<file path="config.mk">
export PLATFORM = sky130hd
export DESIGN_NAME = matrix_loader
export DESIGN_NICKNAME = d
export VERILOG_FILES = /design/src/rtl/matrix_loader.sv
export SDC_FILE = /design/constraint.sdc
export NUM_CORES = 1
export LEC_CHECK = 0
export ABC_AREA = 0
export BUFFER_PORTS_ARGS = -buffer_cell sky130_fd_sc_hd__buf_4
export CORE_MARGIN = 1
export CORE_UTILIZATION = 45
export DETAILED_ROUTE_END_ITERATION = 7
export MAX_ROUTING_LAYER = met4
export PLACE_DENSITY = 0.77
export SLEW_MARGIN = 20
export SYNTH_ARGS = -nofsm -noshare
export SYNTH_HDL_FRONTEND = slang
export SYNTH_SLANG_ARGS = --single-unit
</file>
<file path="constraint.sdc">
create_clock -name clk -period 4.6 [get_ports clk]
set_clock_uncertainty 0.05 [all_clocks]
set_input_delay 0.92 -clock clk [delete_from_list [all_inputs] [get_ports clk]]
set_output_delay 0.92 -clock clk [all_outputs]
set_load 0.02 [all_outputs]
</file>
<file path="src/rtl/matrix_loader.sv">
// Streams row-major matrix elements into a packed NxN buffer.
// Holds the finished matrix with matrix_valid until the next start.
module matrix_loader #(
  parameter int N = 5,
  parameter int W = 8
) (
  input  logic             clk,
  input  logic             rst_n,
  input  logic             start,
  input  logic [2:0]       size,
  input  logic             in_valid,
  input  logic [W-1:0]     in_data,
  output logic             in_ready,
  output logic [N*N*W-1:0] matrix_a,
  output logic             matrix_valid,
  output logic             busy,
  output logic [4:0]       load_count
);

  typedef enum logic [1:0] {
    IDLE,
    LOAD,
    DONE
  } state_t;

  state_t     state;
  logic [2:0] row;
  logic [2:0] col;
  logic [2:0] dim;
  logic [2:0] last;
  logic [2:0] size_c;
  logic       accept;
  logic       last_beat;

  // Out-of-range sizes fall back to the full matrix
  assign size_c = (size == 3'd0 || size > 3'(N)) ? 3'(N) : size;
  assign last = dim - 3'd1;
  assign accept = (state == LOAD) && in_valid;
  assign last_beat = (row == last) && (col == last);

  assign in_ready = (state == LOAD);
  assign busy = (state == LOAD);
  assign matrix_valid = (state == DONE);

  always_ff @(posedge clk or negedge rst_n) begin
    if (!rst_n) begin
      state <= IDLE;
      matrix_a <= '0;
      row <= '0;
      col <= '0;
      dim <= 3'(N);
      load_count <= '0;
    end else if (start) begin
      state <= LOAD;
      matrix_a <= '0;
      row <= '0;
      col <= '0;
      dim <= size_c;
      load_count <= '0;
    end else if (accept) begin
      for (int i = 0; i < N; i++) begin
        for (int j = 0; j < N; j++) begin
          if (i == int'(row) && j == int'(col)) begin
            matrix_a[i*N*W + j*W +: W] <= in_data;
          end
        end
      end
      load_count <= load_count + 5'd1;
      if (col == last) begin
        col <= '0;
        row <= row + 3'd1;
      end else begin
        col <= col + 3'd1;
      end
      if (last_beat) begin
        state <= DONE;
      end
    end
  end

endmodule

</file>
# After elaboration in Yosys (flattened, before gate mapping)
# Index checks and enable logic that the tools add are counted.
word_totals:
  regBits: 216
  wordCells: 172
classes:
  addsub: 4
  order_cmp: 1
  eq_ne: 12
  muxes: 39
  n_reduce_logical: 86
op_table:
  columns: ["cell", "count"]
  rows:
  - ["$mux W200", 2]
  - ["$mux W8", 25]
  - ["$reduce_bool A2 Y1", 28]
  - ["$reduce_and A2 Y1", 27]
  - ["$logic_and A1 B1 Y1", 27]
  - ["$mux W3", 7]
  - ["$eq A3 B3 Y1 const A", 6]
  - ["$mux W5", 2]
  - ["$logic_not A3 Y1", 3]
  - ["$add A3 B1 Y3 const B", 2]
  - ["$eq A2 B3 Y1 const A", 2]
  - ["$eq A3 B3 Y1", 2]
  - ["$mux W2", 3]
  - ["$add A5 B1 Y5 const B", 1]
  - ["$gt A3 B3 Y1 const B", 1]
  - ["$sub A3 B1 Y3 const B", 1]
  - ["$eq A2 B1 Y1 const B", 1]
  - ["$eq A2 B2 Y1 const B", 1]
  - ["$logic_or A1 B1 Y1", 1]

# Depth between registers and ports, before layout
depth:
  ltp_word: 6
  depth_mapped: 11

# Least setup slack after synthesis
# Ideal clock, no wire load.
synth_path:
  path_type: "register to output"
  start: "register state[1]"
  end: "output in_ready"
  arrival_ns: 1.344
  t_required_ns: 3.630
  slack_ns: 2.286
  stages_incl_launch_ff: 5
  n_path_buf: 3
  cell_sequence: "dfrtp_1 > clkbuf_1 > clkbuf_1 > nor2b_1 > buf_4"
synth_via:
  elab_chain_cells: 1
synth_rtl:
  columns: ["item", "line", "rtl"]
  rows:
  - ["start, declared", "26", "state_t state;"]
  - ["start signal, assigned", "47", "state <= IDLE;"]
  - ["start signal, assigned", "54", "state <= LOAD;"]
  - ["start signal, assigned", "76", "state <= DONE;"]
  - ["$eq A2 B1 Y1", null, null]
  - ["end, declared", "13", "output logic in_ready,"]
# No other way between the ends.

# Worst setup path in the final report
layout_path:
  start: "register row[2]"
  end: "register matrix_a[139]"
layout_via:
  elab_chain_cells: 4
layout_rtl:
  columns: ["item", "line", "rtl"]
  rows:
  - ["start, declared", "27", "logic [2:0] row;"]
  - ["start signal, assigned", "71", "row <= row + 3'd1;"]
  - ["$eq A3 B3 Y1", "63", "if (i == int'(row) && j == int'(col)) begin"]
  - ["$logic_and A1 B1 Y1", "63", null]
  - ["$reduce_bool A2 Y1 (no line)", null, null]
  - ["$reduce_and A2 Y1 (no line)", null, null]
  - ["end signal, assigned by index", "64", "matrix_a[i*N*W + j*W +: W] <= in_data;"]
  - ["end, declared", "14", "output logic [N*N*W-1:0] matrix_a,"]
# No other way between the ends.
# A chain may end at the register's enable or synchronous reset.

==> run_summary.xml <==
<?xml version="1.0" encoding="UTF-8"?>
<metrics>
  <group name="route">
    <metric name="drt-vias-per-instance" unit="">6.56</metric>
    <metric name="post_drt_wl_per_cell" unit="µm">23.3</metric>
    <metric name="antenna_violating_nets_left" unit="">0</metric>
    <metric name="postRouteWirelength" unit="µm">34800</metric>
    <metric name="vias" unit="">9775</metric>
    <metric name="drt_first_pass_iters" unit="">5</metric>
    <metric name="drcViolationCount" unit="">0</metric>
    <metric name="drt_iter0_markers" unit="">941</metric>
  </group>
  <group name="cts">
    <metric name="post_cts_hold_buffer_count" unit="">0</metric>
    <metric name="tritoncts" unit="">yes</metric>
    <metric name="htree_levels" unit="">1</metric>
    <metric name="cts.root.buffer_cell" unit="">sky130_fd_sc_hd__clkbuf_16</metric>
    <metric name="clock_net_sink_count" unit="">216</metric>
    <metric name="cts_setup_buffers" unit="">0</metric>
    <metric name="clock_tree.buffer_depth" unit="">3</metric>
    <metric name="cts_made_buffers" unit="">23</metric>
    <metric name="cts_repair_resize_count" unit="">0</metric>
    <metric name="clk_pin_slew" unit="ns">0.06</metric>
    <metric name="clk-insertion-delay-late" unit="ns">0.50</metric>
  </group>
  <group name="timing">
    <metric name="timing.final.ws_setup" unit="ns">1.72</metric>
    <metric name="layout_min_cycle_time" unit="ns">2.88</metric>
    <metric name="final-hold-violation-count" unit="">0</metric>
    <metric name="slew_violations" unit="">0</metric>
    <metric name="timing_worst_slew_pin_value" unit="ns">0.995</metric>
    <metric name="timing.setup.tns" unit="ns">0</metric>
    <metric name="setup_violations" unit="">0</metric>
    <metric name="max_slew_margin" unit="%">33.6</metric>
    <metric name="rsz0062_at_grt" unit="">false</metric>
    <metric name="fin_crit_sh" unit="%">62.7</metric>
    <metric name="max_freq" unit="MHz">347</metric>
  </group>
  <group name="grt">
    <metric name="grt_first_pass_wirelength" unit="µm">54000</metric>
    <metric name="global_route.usage.total" unit="%">29.3</metric>
    <metric name="globalRoute.totalOverflow" unit="">0</metric>
    <metric name="number_of_antenna_violations_at_the_first_check_in_global_routing" unit="">0</metric>
    <metric name="grt_start_max_net_pins" unit="">116</metric>
    <metric name="number_of_global_route_vias_before_repair" unit="">9425</metric>
  </group>
  <group name="logic_synthesis">
    <metric name="synthesis.instances" unit="">1092</metric>
    <metric name="ys_warn_count" unit="">0</metric>
    <metric name="synth.avg_cell_area" unit="µm²">9.59</metric>
    <metric name="postSynthNetCount" unit="">1119</metric>
    <metric name="synth-seq-area-share" unit="%">51.6</metric>
    <metric name="synth.ff_latch_count" unit="">216</metric>
    <metric name="post_synth_instance_area" unit="mm²">0.0105</metric>
    <metric name="ys_types" unit="">35</metric>
  </group>
  <group name="die">
    <metric name="die-area" unit="mm²">0.0239</metric>
    <metric name="core" unit="mm²">0.0227</metric>
    <metric name="die_h" unit="µm">155</metric>
    <metric name="starting_utilization_of_the_core_area" unit="%">46.1</metric>
    <metric name="boundaryPins" unit="">223</metric>
    <metric name="die_x" unit="µm">155</metric>
    <metric name="rows" unit="">55</metric>
  </group>
  <group name="layout">
    <metric name="drive_gt1_share" unit="%">24.4</metric>
    <metric name="fill_cells" unit="">1947</metric>
    <metric name="most-common-layout-cells" unit="">236 x sky130_fd_sc_hd__buf_4, 212 x sky130_fd_sc_hd__dfrtp_1, 205 x sky130_fd_sc_hd__a21oi_1</metric>
    <metric name="layout.nets" unit="">1217</metric>
    <metric name="antenna_cells" unit="">0</metric>
    <metric name="most_common_cell_after_layout_fill_and_taps_aside" unit="">sky130_fd_sc_hd__buf_4</metric>
    <metric name="syn_to_final_growth" unit="%">21.7</metric>
  </group>
  <group name="place">
    <metric name="detailedPlacementHpwl" unit="µm">19600</metric>
    <metric name="place_congestion" unit="">0.811</metric>
    <metric name="dpl_worst_slack" unit="ns">1.77</metric>
    <metric name="portBuffers" unit="">222</metric>
  </group>
  <group name="setup_path">
    <metric name="worstPathMaxFanout" unit="">24</metric>
    <metric name="critPathKind" unit="">reg2reg</metric>
    <metric name="critPathSlowestCell" unit="">sky130_fd_sc_hd__nand4b_1</metric>
    <metric name="setup.worst_path.end_class" unit="">flip-flop</metric>
    <metric name="crit_path_max_incr_delay" unit="ns">0.87</metric>
    <metric name="timing.critical_path.required" unit="ns">4.88</metric>
    <metric name="crit_path_start_kind" unit="">flip-flop</metric>
    <metric name="worstPathCellList" unit="">inv_1 &gt; ha_1 &gt; nand4b_1 &gt; o31ai_1 &gt; a21oi_1</metric>
    <metric name="cp_data_arrival_time" unit="ns">3.17</metric>
  </group>
  <group name="power_and_ir_drop">
    <metric name="pwrdens" unit="mW/mm²">337</metric>
    <metric name="ir_worst_vdd" unit="µV">205</metric>
    <metric name="static-leakage-power" unit="nW">5.38</metric>
  </group>
  <group name="min_path">
    <metric name="worst_hold_path_type" unit="">in2async</metric>
  </group>
  <group name="job">
    <metric name="maxCapViolCount" unit="">0</metric>
  </group>
  <group name="run_status">
    <metric name="outcome" unit="">complete, no violations</metric>
  </group>
</metrics>
## worst max-delay path, delay by kind of cell, from the launching register on
family          cells  cell delay (ns)
buf+inv             1             0.17
fa+ha+maj           1             0.47
compound gates      2             0.66
flops               1             0.50
simple gates        1             0.87
## registers in the layout (all words and copies together) (netlist names)
| signal | cells |
|---|---|
| col | 3 |
| dim | 3 |
| row | 3 |
| matrix_a | 200 |
| state | 2 |
| load_count | 5 |
## per-layer routing
| metal | global-route usage [%] | up-vias | wire (µm) |
|---|---|---|---|
| li1 | - | 4317 | - |
| met1 | 38.8 | 4851 | 14100 |
| met2 | 43.9 | 526 | 16100 |
| met3 | 7.31 | 81 | 3510 |
| met4 | 10.3 | 0 | 1020 |
| met5 | - | - | 0 |
## area by class of cell
| class | instances | area [µm²] | share of cell area (%) |
|---|---|---|---|
| clock inverter | 6 | 55.1 | 0.432 |
| clock buffer | 33 | 663 | 5.20 |
| timing repair buffer | 240 | 1840 | 14.4 |
| sequential | 216 | 5410 | 42.4 |
| tap | 285 | 357 | 2.80 |
| multi-input combinational | 695 | 4370 | 34.3 |
| inverter | 14 | 52.6 | 0.412 |
## Yosys cell counts (all sizes together)
cell type	n	area (µm²)
nand3b	2	15.0
a31oi	1	6.26
mux2i	1	10.0
and2	3	18.8
nand4	136	851
o41ai	1	8.76
a32o	1	10.0
nand4b	20	175
mux2	2	30.0
nand2	9	33.8
nor2	9	33.8
nor4	1	21.3
and3b	1	8.76
xor3	1	25.0
clkbuf	126	485
inv	14	52.6
dfrtp	214	5360
buf	41	206
o32ai	1	8.76
o31ai	152	1140
nor2b	8	50.1
nand3	52	260
dfstp	2	52.6
a21oi	205	1030
nor3	2	10.0
and4b	3	30.0
or3	3	18.8
ha	12	150
nand2b	6	37.5
xnor2	8	70.1
o21ai	55	275
## metrics by stage
step / cell area (µm²) / total power [mW] / hold WS (ns) / cells / utilization, %
global placement: 12000 / 2.52 / 0.459 / 1450 / 53.0
global route: 12700 / 4.42 / 0.456 / 1489 / 56.1
CTS: 12700 / 4.31 / 0.413 / 1489 / 56.1
floorplan: 10500 / 2.32 / 0.440 / 1092 / -
detailed placement: 12000 / 2.52 / 0.458 / 1450 / 53.0
finish: 12700 / 4.29 / 0.397 / 1489 / 56.1
## report_power, final
part | internal, mW | total [mW] | switching [mW]
logic | 0.111 | 0.544 | 0.432
registers | 1.93 | 1.95 | 0.0244
clock network | 1.05 | 1.80 | 0.746
total | 3.09 | 4.29 | 1.20
## final timing paths
kind	from	to	slack (ns)	cells past startpoint
worst min register to register	dim[2]$_DFFE_PN1P_	dim[2]$_DFFE_PN1P_	0.47	2
worst max-delay path	row[2]$_DFFE_PN0P_	matrix_a[139]$_DFFE_PN0P_	1.72	5
max in group asynchronous	rst_n	matrix_a[115]$_DFFE_PN0P_	3.21	2
min in group clk	dim[2]$_DFFE_PN1P_	dim[2]$_DFFE_PN1P_	0.47	2
worst min-delay path	rst_n	matrix_a[20]$_DFFE_PN0P_	0.40	1
worst max register to register	row[2]$_DFFE_PN0P_	matrix_a[139]$_DFFE_PN0P_	1.72	5
## cells by family (layout without fill, tap and decap cells)
| family | Yosys count | count (layout) | share of synthesized area [%] |
|---|---|---|---|
| flops | 216 | 216 | 51.6 |
| compound gates | 416 | 416 | 23.6 |
| mux | 3 | 3 | 0.382 |
| xor+xnor | 9 | 9 | 0.908 |
| simple gates | 255 | 255 | 14.9 |
| fa+ha+maj | 12 | 12 | 1.43 |
| buf+inv | 181 | 293 | 7.11 |
No activity file was read; power rests on OpenSTA's default activity.
